$ cat src/rtl/axi_gp0_pkg.sv
// rtl/axi_gp0_pkg.sv - shared constants, types and burst legality check for the GP0 register controller
package axi_gp0_pkg;

  localparam logic [1:0] RESP_OKAY   = 2'b00;
  localparam logic [1:0] RESP_SLVERR = 2'b10;
  localparam logic [1:0] RESP_DECERR = 2'b11;

  localparam logic [1:0] BURST_FIXED = 2'b00;
  localparam logic [1:0] BURST_INCR  = 2'b01;
  localparam logic [1:0] BURST_WRAP  = 2'b10;

  localparam logic [2:0] SIZE_32 = 3'b010;

  localparam int BEAT_W = 4;

  typedef enum logic [2:0] {
    ST_IDLE,
    ST_WR_DATA,
    ST_WR_RESP,
    ST_RD_REQ,
    ST_RD_CAP,
    ST_RD_DATA
  } state_t;

  // Address-phase attributes shared by AW and AR once a side is granted
  typedef struct packed {
    logic [31:0]       addr;
    logic [BEAT_W-1:0] len;
    logic [1:0]        burst;
    logic [2:0]        size;
  } addr_req_t;

  // Only full-word beats and legal burst types are accepted; WRAP needs 2/4/8/16 beats
  function automatic logic [1:0] burst_check(input logic [2:0] size, input logic [1:0] burst,
                                             input logic [BEAT_W-1:0] len);
    logic wrap_ok;
    wrap_ok = (len != 4'd0) && ((len & (len + 4'd1)) == 4'd0);
    if (size != SIZE_32 || burst == 2'b11 || (burst == BURST_WRAP && !wrap_ok))
      return RESP_SLVERR;
    return RESP_OKAY;
  endfunction

endpackage

$ cat src/rtl/axi_gp0_addr_gen.sv
// rtl/axi_gp0_addr_gen.sv - next beat address for FIXED/INCR/WRAP bursts inside the register window
module axi_gp0_addr_gen
  import axi_gp0_pkg::*;
#(
  parameter int AW = 10
) (
  input  logic [AW-1:0]     addr,
  input  logic [BEAT_W-1:0] len,
  input  logic [1:0]        burst,
  output logic [AW-1:0]     next_addr
);

  logic [AW-1:0] incr;
  logic [AW-1:0] mask;

  // INCR wraps naturally at the window size because the offset is only AW bits wide
  always_comb begin
    incr = addr + AW'(4);
    mask = ((AW'(len) + AW'(1)) << 2) - AW'(1);
    case (burst)
      BURST_INCR: next_addr = incr;
      BURST_WRAP: next_addr = (addr & ~mask) | (incr & mask);
      default:    next_addr = addr;
    endcase
  end

endmodule

$ cat src/rtl/axi_gp0_reg_ctrl.sv
// rtl/axi_gp0_reg_ctrl.sv - AXI3 GP0 slave sequencing bursts onto one register port; option AXI_GP0_ERR_IRQ_EN
module axi_gp0_reg_ctrl
  import axi_gp0_pkg::*;
#(
  parameter logic [31:0] BASE_ADDR = 32'h4000_0000,
  parameter int          REG_AW    = 8,
  parameter int          ID_W      = 12
) (
  input  logic              M_AXI_GP0_aclk,
  input  logic              M_AXI_GP0_aresetn,
  input  logic [31:0]       M_AXI_GP0_awaddr,
  input  logic [3:0]        M_AXI_GP0_awlen,
  input  logic [1:0]        M_AXI_GP0_awburst,
  input  logic [2:0]        M_AXI_GP0_awsize,
  input  logic [ID_W-1:0]   M_AXI_GP0_awid,
  input  logic              M_AXI_GP0_awvalid,
  output logic              M_AXI_GP0_awready,
  input  logic [31:0]       M_AXI_GP0_wdata,
  input  logic [3:0]        M_AXI_GP0_wstrb,
  input  logic              M_AXI_GP0_wlast,
  input  logic              M_AXI_GP0_wvalid,
  output logic              M_AXI_GP0_wready,
  output logic [ID_W-1:0]   M_AXI_GP0_bid,
  output logic [1:0]        M_AXI_GP0_bresp,
  output logic              M_AXI_GP0_bvalid,
  input  logic              M_AXI_GP0_bready,
  input  logic [31:0]       M_AXI_GP0_araddr,
  input  logic [3:0]        M_AXI_GP0_arlen,
  input  logic [1:0]        M_AXI_GP0_arburst,
  input  logic [2:0]        M_AXI_GP0_arsize,
  input  logic [ID_W-1:0]   M_AXI_GP0_arid,
  input  logic              M_AXI_GP0_arvalid,
  output logic              M_AXI_GP0_arready,
  output logic [31:0]       M_AXI_GP0_rdata,
  output logic [ID_W-1:0]   M_AXI_GP0_rid,
  output logic [1:0]        M_AXI_GP0_rresp,
  output logic              M_AXI_GP0_rlast,
  output logic              M_AXI_GP0_rvalid,
  input  logic              M_AXI_GP0_rready,
`ifdef AXI_GP0_ERR_IRQ_EN
  output logic              err_irq,
  output logic [3:0]        err_status,
  input  logic              err_clr,
`endif
  output logic              reg_en,
  output logic              reg_we,
  output logic [REG_AW-1:0] reg_addr,
  output logic [31:0]       reg_wdata,
  output logic [3:0]        reg_wstrb,
  input  logic [31:0]       reg_rdata
);

  localparam int OFF_W = REG_AW + 2;
  localparam logic [32:0] WIN_LO = {1'b0, BASE_ADDR};
  localparam logic [32:0] WIN_HI = WIN_LO + (33'd4 << REG_AW);

  logic clk;
  logic rst_n;
  assign clk   = M_AXI_GP0_aclk;
  assign rst_n = M_AXI_GP0_aresetn;

  state_t            state;
  logic              rr_wr;
  logic [OFF_W-1:0]  cur_addr;
  logic [OFF_W-1:0]  next_addr;
  logic [BEAT_W-1:0] len_q;
  logic [BEAT_W-1:0] beat;
  logic [1:0]        burst_q;
  logic [1:0]        ap_resp;
  logic              wl_err;

  logic              grant_wr;
  logic              grant_rd;
  addr_req_t         sel;
  logic [1:0]        sel_resp;
  logic [OFF_W-1:0]  sel_off;

  logic              wr_fire;
  logic              wr_last;
  logic              wlast_bad;
  logic              ap_ok;

  // Round-robin pick when both address channels request; pick selected side's attributes and classify
  always_comb begin
    grant_wr = M_AXI_GP0_awvalid && (!M_AXI_GP0_arvalid || rr_wr);
    grant_rd = M_AXI_GP0_arvalid && (!M_AXI_GP0_awvalid || !rr_wr);
    if (grant_wr)
      sel = '{addr: M_AXI_GP0_awaddr, len: M_AXI_GP0_awlen, burst: M_AXI_GP0_awburst, size: M_AXI_GP0_awsize};
    else
      sel = '{addr: M_AXI_GP0_araddr, len: M_AXI_GP0_arlen, burst: M_AXI_GP0_arburst, size: M_AXI_GP0_arsize};
    sel_off = sel.addr[OFF_W-1:0] - BASE_ADDR[OFF_W-1:0];
    if ({1'b0, sel.addr} < WIN_LO || {1'b0, sel.addr} >= WIN_HI)
      sel_resp = RESP_DECERR;
    else
      sel_resp = burst_check(sel.size, sel.burst, sel.len);
  end

  axi_gp0_addr_gen #(.AW(OFF_W)) u_addr_gen (
    .addr      (cur_addr),
    .len       (len_q),
    .burst     (burst_q),
    .next_addr (next_addr)
  );

  assign ap_ok     = (ap_resp == RESP_OKAY);
  assign wr_fire   = (state == ST_WR_DATA) && M_AXI_GP0_wvalid && M_AXI_GP0_wready;
  assign wr_last   = (beat == len_q);
  assign wlast_bad = (M_AXI_GP0_wlast != wr_last);

  // Register strobe: write beats pass straight through from W, reads strobe for the RD_REQ cycle
  always_comb begin
    reg_en    = 1'b0;
    reg_we    = 1'b0;
    reg_addr  = '0;
    reg_wdata = '0;
    reg_wstrb = '0;
    if (wr_fire) begin
      reg_en    = ap_ok;
      reg_we    = ap_ok;
      reg_addr  = cur_addr[OFF_W-1:2];
      reg_wdata = M_AXI_GP0_wdata;
      reg_wstrb = M_AXI_GP0_wstrb;
    end else if (state == ST_RD_REQ) begin
      reg_en   = ap_ok;
      reg_addr = cur_addr[OFF_W-1:2];
    end
  end

  // Transaction sequencer: grant, beat stepping, B/R response generation
  always_ff @(posedge clk or negedge rst_n) begin
    if (!rst_n) begin
      state             <= ST_IDLE;
      rr_wr             <= 1'b1;
      cur_addr          <= '0;
      len_q             <= '0;
      beat              <= '0;
      burst_q           <= '0;
      ap_resp           <= RESP_OKAY;
      wl_err            <= 1'b0;
      M_AXI_GP0_awready <= 1'b0;
      M_AXI_GP0_arready <= 1'b0;
      M_AXI_GP0_wready  <= 1'b0;
      M_AXI_GP0_bvalid  <= 1'b0;
      M_AXI_GP0_bresp   <= RESP_OKAY;
      M_AXI_GP0_bid     <= '0;
      M_AXI_GP0_rvalid  <= 1'b0;
      M_AXI_GP0_rdata   <= '0;
      M_AXI_GP0_rresp   <= RESP_OKAY;
      M_AXI_GP0_rid     <= '0;
      M_AXI_GP0_rlast   <= 1'b0;
    end else begin
      M_AXI_GP0_awready <= 1'b0;
      M_AXI_GP0_arready <= 1'b0;
      case (state)
        ST_IDLE: begin
          if (grant_wr || grant_rd) begin
            cur_addr <= sel_off;
            len_q    <= sel.len;
            burst_q  <= sel.burst;
            ap_resp  <= sel_resp;
            beat     <= '0;
            wl_err   <= 1'b0;
            if (M_AXI_GP0_awvalid && M_AXI_GP0_arvalid)
              rr_wr <= !grant_wr;
            if (grant_wr) begin
              M_AXI_GP0_awready <= 1'b1;
              M_AXI_GP0_wready  <= 1'b1;
              M_AXI_GP0_bid     <= M_AXI_GP0_awid;
              state             <= ST_WR_DATA;
            end else begin
              M_AXI_GP0_arready <= 1'b1;
              M_AXI_GP0_rid     <= M_AXI_GP0_arid;
              state             <= ST_RD_REQ;
            end
          end
        end
        ST_WR_DATA: begin
          if (wr_fire) begin
            beat     <= beat + 4'd1;
            cur_addr <= next_addr;
            wl_err   <= wl_err | wlast_bad;
            if (wr_last) begin
              M_AXI_GP0_wready <= 1'b0;
              M_AXI_GP0_bvalid <= 1'b1;
              if (!ap_ok)
                M_AXI_GP0_bresp <= ap_resp;
              else if (wl_err || wlast_bad)
                M_AXI_GP0_bresp <= RESP_SLVERR;
              else
                M_AXI_GP0_bresp <= RESP_OKAY;
              state <= ST_WR_RESP;
            end
          end
        end
        ST_WR_RESP: begin
          if (M_AXI_GP0_bready) begin
            M_AXI_GP0_bvalid <= 1'b0;
            state            <= ST_IDLE;
          end
        end
        ST_RD_REQ: begin
          state <= ST_RD_CAP;
        end
        ST_RD_CAP: begin
          M_AXI_GP0_rdata  <= ap_ok ? reg_rdata : 32'd0;
          M_AXI_GP0_rresp  <= ap_resp;
          M_AXI_GP0_rlast  <= wr_last;
          M_AXI_GP0_rvalid <= 1'b1;
          state            <= ST_RD_DATA;
        end
        ST_RD_DATA: begin
          if (M_AXI_GP0_rready) begin
            M_AXI_GP0_rvalid <= 1'b0;
            M_AXI_GP0_rlast  <= 1'b0;
            if (M_AXI_GP0_rlast) begin
              state <= ST_IDLE;
            end else begin
              beat     <= beat + 4'd1;
              cur_addr <= next_addr;
              state    <= ST_RD_REQ;
            end
          end
        end
        default: state <= ST_IDLE;
      endcase
    end
  end

`ifdef AXI_GP0_ERR_IRQ_EN
  logic       b_fire;
  logic       r_fire;
  logic [3:0] err_set;

  assign b_fire = (state == ST_WR_RESP) && M_AXI_GP0_bvalid && M_AXI_GP0_bready;
  assign r_fire = (state == ST_RD_DATA) && M_AXI_GP0_rvalid && M_AXI_GP0_rready;

  // Error bits raised by the accepted response that carries them
  always_comb begin
    err_set = 4'b0000;
    if (b_fire || r_fire) begin
      err_set[2] = (ap_resp == RESP_SLVERR);
      err_set[1] = (ap_resp == RESP_DECERR);
    end
    if (b_fire)
      err_set[3] = wl_err;
    if (r_fire)
      err_set[0] = !ap_ok;
  end

  // Sticky status with clear; a new error in the clear cycle survives
  always_ff @(posedge clk or negedge rst_n) begin
    if (!rst_n) begin
      err_status <= 4'b0000;
      err_irq    <= 1'b0;
    end else begin
      err_status <= (err_clr ? 4'b0000 : err_status) | err_set;
      err_irq    <= |err_status;
    end
  end
`endif

endmodule

$ cat config.mk
export PLATFORM = sky130hd
export DESIGN_NAME = axi_gp0_reg_ctrl
export DESIGN_NICKNAME = d
export VERILOG_FILES = /design/src/rtl/axi_gp0_pkg.sv /design/src/rtl/axi_gp0_addr_gen.sv /design/src/rtl/axi_gp0_reg_ctrl.sv
export SDC_FILE = /design/constraint.sdc
export NUM_CORES = 1
export LEC_CHECK = 0
export BUFFER_PORTS_ARGS = -buffer_cell sky130_fd_sc_hd__buf_2
export CELL_PAD_IN_SITES_DETAIL_PLACEMENT = 1
export CELL_PAD_IN_SITES_GLOBAL_PLACEMENT = 1
export CORE_ASPECT_RATIO = 0.75
export CORE_MARGIN = 2
export CORE_UTILIZATION = 32
export DETAILED_ROUTE_END_ITERATION = 10
export PLACE_DENSITY = 0.86
export SYNTH_ARGS = -nofsm -noshare
export SYNTH_HDL_FRONTEND = slang
export SYNTH_SLANG_ARGS = --single-unit
$ cat constraint.sdc
create_clock -name M_AXI_GP0_aclk -period 4.7 [get_ports M_AXI_GP0_aclk]
set_clock_uncertainty 0.2 [all_clocks]
set_input_delay 0.94 -clock M_AXI_GP0_aclk [delete_from_list [all_inputs] [get_ports M_AXI_GP0_aclk]]
set_output_delay 0.94 -clock M_AXI_GP0_aclk [all_outputs]
set_load 0.1 [all_outputs]
==> impl_metrics.ini, run 1 <==
[run]
cap_violations = 0

[die]
core_area_sq_um = 14500
top_level_ports = 294
die_y_microns = 109.7
start_util = 0.3286
num_rows = 38
die-area_sq_um = 15890
die-width_microns = 144.9

[critical_path]
cp-end-kind = output port
regToRegSetupSlack_ns = 1.98
path_cells = nand2b_1 > nor3_2 > buf_4 > and2_1 > buf_2
arrival_ns = 2.37
critical-path-top-delay-family = buffers and inverters
slowest_delay_ns = 0.65
cp.required_ns = 3.56
cp-start-kind = flop
crit_path_max_fanout = 41
crit_buf_inv = 2
slowest_stage = dfrtp_1
criticalPathCategory = flop to output port

[detailed_routing]
vias = 4931
drtAntennaViolNets = 0
routed_wl_mm = 17.21
first_iter_violations = 280
drtPass1Iterations = 4
drcViolationCount = 0
vias_per_cell = 4.797
wl_per_cell_microns = 16.74

[grt]
grt_usage = 0.2140
grt_overflow = 0
antenna_found_initial = 2
grt_pass1_vias = 5158
grt_first_pass_wirelength_mm = 26.77
grt_max_degree = 70

[synthesis]
synthTopCellsByArea = dfrtp_1, nand2_1, and2_1
synthAdderAreaFrac = 0.007878
yosysTopAreaCellShare = 0.4727
synth_area_leader_cell = dfrtp_1
synthSimpleGateAreaFrac = 0.2605
syn_area_sq_um = 4765
synth_top_family_by_area = simple AND/OR/NAND/NOR gates
yosysUniqueCellTypes = 53
synth_compound_area_frac = 0.1350
syn_area_per_cell_sq_um = 8.758
synthMuxAreaShare = 0.05961
synth.most_common_cell = nand2_1
yosysSeqAreaShare = 0.4782
yosys_warnings = 0
synth_ff_type = dfrtp_1
synth_edf_count = 0
syn_inst = 544
synth.cells.most_frequent = nand2_1, dfrtp_1, o21ai_0
async_reset_ff_frac = 1.000
syn_nets = 729
yosys_register_bits = 91
synth_xor_area_frac = 0.02206

[clock_tree]
postCtsSetupRepairBufs = 0
cts_root_buf = clkbuf_16
clk_pin_slew_ns = 0.07
clkLatencyLatePin_ns = 0.34
ctsResizeCount = 0
cts_hold_buf = 0
clockBufferDepth = 2
cts_buffers = 9
htree_levels = 3
cts_sinks = 91
cts_tree = done

[cells_and_area]
ff_latch_area_sq_um = 2278
final_area_sq_um = 6695
fillerInstances = 1817
fin_nets = 1006
final_layout_size_suffix_gt1_frac = 0.4153
syn_to_final_growth_pct = 40.52
multi_input_area_sq_um = 2325
utilization = 0.4617

[sta]
max_slew_margin = 0.3009
period_needed_ns = 3.515
worst_pin_slew_ns = 1.049
fin_crit_sh = 0.7478
final.setup.tns_ns = 0
final_hold_viol_count = 0
whs_ns = 0.2717
setup_viol = 0
grt_setup_unrepaired = no
drv_slew = 0
fmax_mhz = 284.5

[status]
status = finished, final reports clean

[worst_hold_path]
hp-class = flop to flop

[placed_design]
dp.final_hpwl_mm = 13.36
io_buffers = 289
placed_area_sq_um = 6396
place.gp.congestion = 0.7952
[worst paths after layout]
| check | end | from | cells after the start |
|---|---|---|---|
| setup / recovery | reg_wdata[7] | state[0]$_DFFE_PN0P_ | 5 |
| hold / removal | M_AXI_GP0_rid[0]$_DFFE_PN0P_ | M_AXI_GP0_rid[0]$_DFFE_PN0P_ | 2 |
| setup reg to reg | flop | state[0]$_DFFE_PN0P_ | 5 |
| hold reg to reg | M_AXI_GP0_rid[0]$_DFFE_PN0P_ | M_AXI_GP0_rid[0]$_DFFE_PN0P_ | 2 |
| max in group asynchronous | M_AXI_GP0_rid[9]$_DFFE_PN0P_ | M_AXI_GP0_aresetn | 2 |
| min in group asynchronous | M_AXI_GP0_rdata[11]$_DFFE_PN0P_ | M_AXI_GP0_aresetn | 1 |
[metal layers]
metal  vias to the layer above  part of all wire  track usage
li1                       2412                 -            -
met1                      2298              0.41       0.2572
met2                       194              0.49       0.3650
met3                        27             0.075      0.06763
met4                         0             0.020      0.08062
met5                         -                 0            0
[worst reg2reg max path, stage by stage, from the launching register on]
cell	delay, ns
dfrtp_1	0.65
nor4_1	0.18
a311oi_2	0.60
nand2_1	0.32
a31oi_1	0.29
mux2_2	0.36
[state kept, by name (all words and copies together), names as in the netlist, named ones only]
signal,cells
M_AXI_GP0_rdata,32
M_AXI_GP0_bvalid,1
M_AXI_GP0_rid,12
M_AXI_GP0_bid,12
M_AXI_GP0_awready,1
len_q,4
ap_resp,2
M_AXI_GP0_wready,1
M_AXI_GP0_rvalid,1
rr_wr,1
wl_err,1
M_AXI_GP0_arready,1
M_AXI_GP0_bresp,2
M_AXI_GP0_rresp,2
state,3
cur_addr,1
M_AXI_GP0_rlast,1
beat,4
burst_q,2
[layout by cell type (no fill, tap or decap), drive strengths merged, types with 2 or more instances in the layout]
cell type	n
or3	2
nand4	3
mux2i	7
xor2	9
xnor2	3
and3	3
nor3b	2
clkinv	3
nor4b	2
ha	3
o31ai	3
o21a	2
nand3	12
clkbuf	10
o211ai	2
and2	37
o22ai	7
nor2	26
a21oi	15
nor4	10
o32a	3
nand2b	5
diode	2
or2	2
a311oi	2
dfrtp	90
nand2	143
o21ai	45
buf	296
nor3	6
mux2	19
nor2b	11
a31oi	13
o31a	3
inv	12
[cell families (layout without fill, tap and decap cells)]
group	count (synthesis)	count (layout)
mux	26	26
simple gates	267	267
xor+xnor	12	12
compound gates	104	104
other cells	0	2
buf+inv	41	323
fa+ha+maj	3	3
flops	91	91
[through the flow]
step | setup WS [ns] | instances
after CTS | 1.188 | 1026
after global routing | 1.036 | 1028
after floorplan | 0.5416 | 544
final | 1.185 | 1028
after global placement | 1.382 | 1010
after detailed placement | 1.321 | 1010
[cell type report]
type,count,area share
sequential,91,0.3403
antenna,2,0.0007475
inverter,11,0.006167
clock inverter,6,0.009718
tap,200,0.03738
clock buffer,10,0.03420
timing repair buffer,296,0.2243
multi-input combinational,412,0.3472
Power of run 1 is not shown: default switching activity piles up to over one toggle a cycle in this logic, so the estimate is an artifact.
==> run 2: changes to the inputs <==
--- a/config.mk
+++ b/config.mk
@@ -10,9 +10,9 @@
 export CELL_PAD_IN_SITES_GLOBAL_PLACEMENT = 1
 export CORE_ASPECT_RATIO = 0.75
 export CORE_MARGIN = 2
-export CORE_UTILIZATION = 32
+export CORE_UTILIZATION = 27
 export DETAILED_ROUTE_END_ITERATION = 10
-export PLACE_DENSITY = 0.86
+export PLACE_DENSITY = 0.78
 export SYNTH_ARGS = -nofsm -noshare
 export SYNTH_HDL_FRONTEND = slang
 export SYNTH_SLANG_ARGS = --single-unit
==> constraint.sdc (replaced) <==
create_clock -name M_AXI_GP0_aclk -period 3.2 [get_ports M_AXI_GP0_aclk]
set_clock_uncertainty 0.2 [all_clocks]
set_input_delay 0.64 -clock M_AXI_GP0_aclk [delete_from_list [all_inputs] [get_ports M_AXI_GP0_aclk]]
set_output_delay 0.64 -clock M_AXI_GP0_aclk [all_outputs]
set_load 0.1 [all_outputs]
==> run 2 against run 1 <==
Routed wire length is 5.8% higher. Die area is 18% higher. Non-clock buffer count grew 8. Final area up 12%. Global-route usage decreased by 2.1 points. Register-to-register slack lost 1.4 ns. Sequential cell count did not move. Via count increased by 1.0%. Worst setup slack worse by 1.1 ns. Hold slack worse by 0.0027 ns. Final cell count grew 4.8%. Count of clock-buffer cells in the layout is 1 lower. Largest cell class unchanged.
==> impl_metrics.ini, run 2 (synthesized netlist as in run 1, its figures left out) <==
[clock_tree]
cts_sinks = 91
cts_buffers = 9
cts_tree = done
clk_pin_slew_ns = 0.08
postCtsSetupRepairBufs = 0
clkLatencyLatePin_ns = 0.35
cts_root_buf = clkbuf_16
clockBufferDepth = 2
htree_levels = 3

[power_and_ir_drop]
p_leak_nw = 3.700
power.switching_mw = 5.689
powerDensity_nw_per_um2 = 1248
intPower_mw = 3.631
ir_drop_uv = 756.9
power.share.switching = 0.6104
power_frac_comb = 0.666
clkPwrFrac = 0.120
pwr-share-seq = 0.215

[detailed_routing]
drtAntennaViolNets = 0
vias = 4982
wl_per_cell_microns = 16.91
drtPass1Iterations = 4
routed_wl_mm = 18.21
vias_per_cell = 4.626
first_iter_violations = 281
drcViolationCount = 0

[grt]
grt_overflow = 0
grt_first_pass_wirelength_mm = 27.79
grt_usage = 0.1932
antenna_found_initial = 2
grt_pass1_vias = 5071
grt_max_degree = 70

[cells_and_area]
final_layout_size_suffix_gt1_frac = 0.4748
final_common_cell = buf_2
instances_no_fill = 1077
layout_common_cells = buf_2, nand2_1, dfrtp_1
fillerInstances = 2105
top_regs = M_AXI_GP0_rdata (32), M_AXI_GP0_bid (12), M_AXI_GP0_rid (12)
regMostFlops = M_AXI_GP0_rdata
fin_nets = 1014
syn_to_final_growth_pct = 56.80
multi_input_area_sq_um = 2397
largest_reg_flops = 32
final_area_sq_um = 7471
ff_latch_area_sq_um = 2278

[sta]
final_hold_viol_count = 0
max_slew_margin = 0.2923
fmax_mhz = 325.7
drv_slew = 0
setup_viol = 0
fin_crit_sh = 0.9595
period_needed_ns = 3.070
worst_pin_slew_ns = 1.062
fin_ws_ns = 0.1297
whs_ns = 0.2690
grt_setup_unrepaired = no

[die]
die-width_microns = 157.4
start_util = 0.2731
die_y_microns = 119.0
top_level_ports = 294
num_rows = 42
die-area_sq_um = 18740
core_area_sq_um = 17450

[placed_design]
pre_cts_ws_ns = 0.4443
io_buffers = 289
dp.final_hpwl_mm = 14.57
dp.cells = 1059
placed_area_sq_um = 7127
place.gp.congestion = 0.8718

[critical_path]
cp.required_ns = 2.36
slowest_stage = dfrtp_1
cp-end-kind = output port
slowest_delay_ns = 0.53
path_cells = nand2b_1 > nor3_2 > a31oi_1 > buf_4 > nor2b_2 > buf_2
critical-path-top-delay-family = buffers and inverters
criticalPathCategory = flop to output port
arrival_ns = 2.23
crit_path_max_fanout = 12
cp-start-kind = flop
crit_buf_inv = 2

[status]
status = finished, final reports clean

[run]
cap_violations = 0

[worst_hold_path]
hp-class = input port to flop
-- run 2: tightest hold or removal path, stage by stage --
cell	delay, ns
buf_2	0.07
nand2_1	0.04
nand2_1	0.04
-- run 2: metrics by stage --
| step | setup TNS, ns | power [mW] | util |
|---|---|---|---|
| 4_1_cts | 0 | 9.400 | 0.4274 |
| 3_5_place_dp | 0 | 8.255 | 0.4085 |
| 6_report | 0 | 9.320 | 0.4282 |
| 3_3_place_gp | 0 | 8.120 | 0.4085 |
| 2_1_floorplan | -2.300 | 6.738 | - |
| 5_1_grt | 0 | 9.783 | 0.4282 |
-- run 2: area by class of cell --
cell class / instances / area share
multi-input cells: 412 / 0.3209
repair buffers: 304 / 0.2850
diodes: 1 / 0.0003350
well taps: 242 / 0.04053
clock inverters: 7 / 0.01256
clock buffers: 9 / 0.03015
flip-flops and latches: 91 / 0.3050
inverters: 11 / 0.005527
-- run 2: worst paths after layout --
check                                                from                         endpoint  slack (ns)  cells past startpoint
setup / recovery                     state[1]$_DFFE_PN0P_                      reg_addr[4]        0.13                      6
hold / removal                         M_AXI_GP0_arid[10]    M_AXI_GP0_rid[10]$_DFFE_PN0P_        0.27                      3
setup reg to reg                     len_q[0]$_DFFE_PN0P_                             flop        0.55                      6
hold reg to reg            M_AXI_GP0_rdata[0]$_DFFE_PN0P_   M_AXI_GP0_rdata[0]$_DFFE_PN0P_        0.27                      2
max in group asynchronous               M_AXI_GP0_aresetn  M_AXI_GP0_rdata[21]$_DFFE_PN0P_        1.61                      3
min in group asynchronous               M_AXI_GP0_aresetn     M_AXI_GP0_rid[7]$_DFFE_PN0P_        0.47                      2
-- run 2: routing by layer --
layer  part of all wire  global-route usage  vias to the layer above  wire length, microns
met5                  0                   0                        -                     0
met4              0.013             0.04205                        0                   231
met3              0.088             0.06186                       19                  1607
met2               0.50              0.3414                      198                  9052
met1               0.40              0.2283                     2341                  7323
li1                   -                   -                     2424                     -
-- run 2: timing repair --
action	in CTS	in global routing
endpoints found under the hold margin	15	0
endpoints found under the setup margin	0	5
hold buffers	1	0
gates resized for setup	0	5
-- run 2: power groups by stage --
stage,logic (mW),clock network (mW),registers (mW)
after CTS,6.25,1.15,2.00
after global placement,6.13,0,1.99
after global routing,6.51,1.20,2.07
final,6.20,1.11,2.00
after floorplan,2.47,0,4.27
after detailed placement,6.23,0,2.02
Power figures use the tool's default switching activity.
==> run 3: changes to the inputs <==
--- a/config.mk
+++ b/config.mk
@@ -10,9 +10,9 @@
 export CELL_PAD_IN_SITES_GLOBAL_PLACEMENT = 1
 export CORE_ASPECT_RATIO = 0.75
 export CORE_MARGIN = 2
-export CORE_UTILIZATION = 27
+export CORE_UTILIZATION = 32
 export DETAILED_ROUTE_END_ITERATION = 10
-export PLACE_DENSITY = 0.78
+export PLACE_DENSITY = 0.86
 export SYNTH_ARGS = -nofsm -noshare
 export SYNTH_HDL_FRONTEND = slang
 export SYNTH_SLANG_ARGS = --single-unit
==> constraint.sdc (replaced) <==
create_clock -name M_AXI_GP0_aclk -period 3.7 [get_ports M_AXI_GP0_aclk]
set_clock_uncertainty 0.2 [all_clocks]
set_input_delay 0.74 -clock M_AXI_GP0_aclk [delete_from_list [all_inputs] [get_ports M_AXI_GP0_aclk]]
set_output_delay 0.74 -clock M_AXI_GP0_aclk [all_outputs]
set_load 0.1 [all_outputs]
==> run 3 against run 2 <==
Hold slack got worse by 0.042 ns. Via count down 0.72%. Final cell count is 4.3% lower. Sequential share of layout area increased by 3.4 points. First-iteration DRC count is 27% lower. Non-clock buffer count fell by 6. Utilization grew 3.6 points. Final area down 9.9%. Critical path depth shrank 1. Global-route usage increased by 2.1 points. Worst setup slack improved by 0.36 ns.
==> impl_metrics.ini, run 3 (synthesized netlist as in run 1, its figures left out) <==
[placed_design]
place.gp.congestion = 0.8080
dp.final_hpwl_mm = 13.53
io_buffers = 289

[cells_and_area]
top_regs = M_AXI_GP0_rdata (32), M_AXI_GP0_bid (12), M_AXI_GP0_rid (12)
final_layout_size_suffix_gt1_frac = 0.4179
largest_reg_flops = 32
layout_common_cells = buf_2, nand2_1, dfrtp_1
regMostFlops = M_AXI_GP0_rdata
fin_nets = 1008
final_common_cell = buf_2
utilization = 0.4642
syn_to_final_growth_pct = 41.28

[detailed_routing]
first_iter_violations = 206
routed_wl_mm = 17.15
vias = 4946
vias_per_cell = 4.797
drcViolationCount = 0
drtPass1Iterations = 4
wl_per_cell_microns = 16.63
drtAntennaViolNets = 0

[critical_path]
cp-start-kind = flop
cp.required_ns = 2.76
reg2reg_from = len_q[0]$_DFFE_PN0P_
regToRegSetupSlack_ns = 1.13
ff2ff_path_depth = 6
criticalPathCategory = flop to output port
arrival_ns = 2.27
cp-end-kind = output port
crit_path_max_fanout = 41

[sta]
final_hold_viol_count = 0
max_slew_margin = 0.2918
fin_crit_sh = 0.8688
grt_setup_unrepaired = no
fmax_mhz = 311.1
drv_slew = 0
setup_viol = 0
worst_pin_slew_ns = 1.062
period_needed_ns = 3.214

[die]
die_y_microns = 109.7
die-width_microns = 144.9
num_rows = 38
die-area_sq_um = 15890
top_level_ports = 294
core_area_sq_um = 14500
start_util = 0.3286

[worst_hold_path]
hp-class = input port to asynchronous set/reset pin

[clock_tree]
cts_tree = done
cts_buffers = 9
clockBufferDepth = 2
clkLatencyLatePin_ns = 0.34
clk_pin_slew_ns = 0.07
postCtsSetupRepairBufs = 0
htree_levels = 3
cts_hold_buf = 0
ctsResizeCount = 0
cts_sinks = 91
cts_root_buf = clkbuf_16

[grt]
antenna_found_initial = 2
grt_max_degree = 70
grt_usage = 0.2139
grt_overflow = 0
grt_first_pass_wirelength_mm = 26.94
grt_pass1_vias = 5055

[status]
status = finished, final reports clean

[run]
cap_violations = 0
[run 3: final cells by class]
type	instances	area, sq um
Timing Repair Buffer	298	1516
Clock buffer	11	252.7
Clock inverter	5	60.06
Tap cell	200	250.2
Antenna cell	3	7.507
Fill cell	1801	7770
Multi-Input combinational cell	412	2325
Sequential cell	91	2278
Inverter	11	41.29
[run 3: metrics by stage]
step                area (sq um)  setup WS (ns)  TNS (ns)  std cells  hold WS (ns)
floorplan                   4770        -0.2584    -1.998        544        0.2444
global placement            6411         0.7883         0       1012        0.2532
detailed placement          6411         0.7719         0       1012        0.2651
CTS                         6724         0.4657         0       1028        0.2461
global route                6729         0.3239         0       1030        0.2667
finish                      6731         0.4855         0       1031        0.2269
[run 3: worst max path at each step]
stage	start	to	slack, ns	depth (start not counted)
floorplan	M_AXI_GP0_wready$_DFFE_PN0P_	reg_addr[0]	-0.26	4
global placement	M_AXI_GP0_wvalid	reg_wdata[21]	0.79	6
detailed placement	M_AXI_GP0_wvalid	reg_wdata[8]	0.77	6
CTS	state[0]$_DFFE_PN0P_	reg_wdata[8]	0.47	5
global route	state[0]$_DFFE_PN0P_	reg_wdata[8]	0.32	5
finish	state[0]$_DFFE_PN0P_	reg_wdata[8]	0.49	5
[run 3: metal layers]
metal,up-vias,part of all wire,global-route usage
met3,19,0.069,0.06556
met2,169,0.48,0.3646
met1,2343,0.43,0.2651
met4,0,0.018,0.06294
met5,-,0,0
li1,2415,-,-
[run 3: critical path, cell delays in order, from the launching register on]
cell      delay [ns]
dfrtp_1         0.62
nand2b_1        0.15
nor3_2          0.20
buf_4           0.33
and2_1          0.19
buf_2           0.44
Power of run 3 is left out for the same reason.
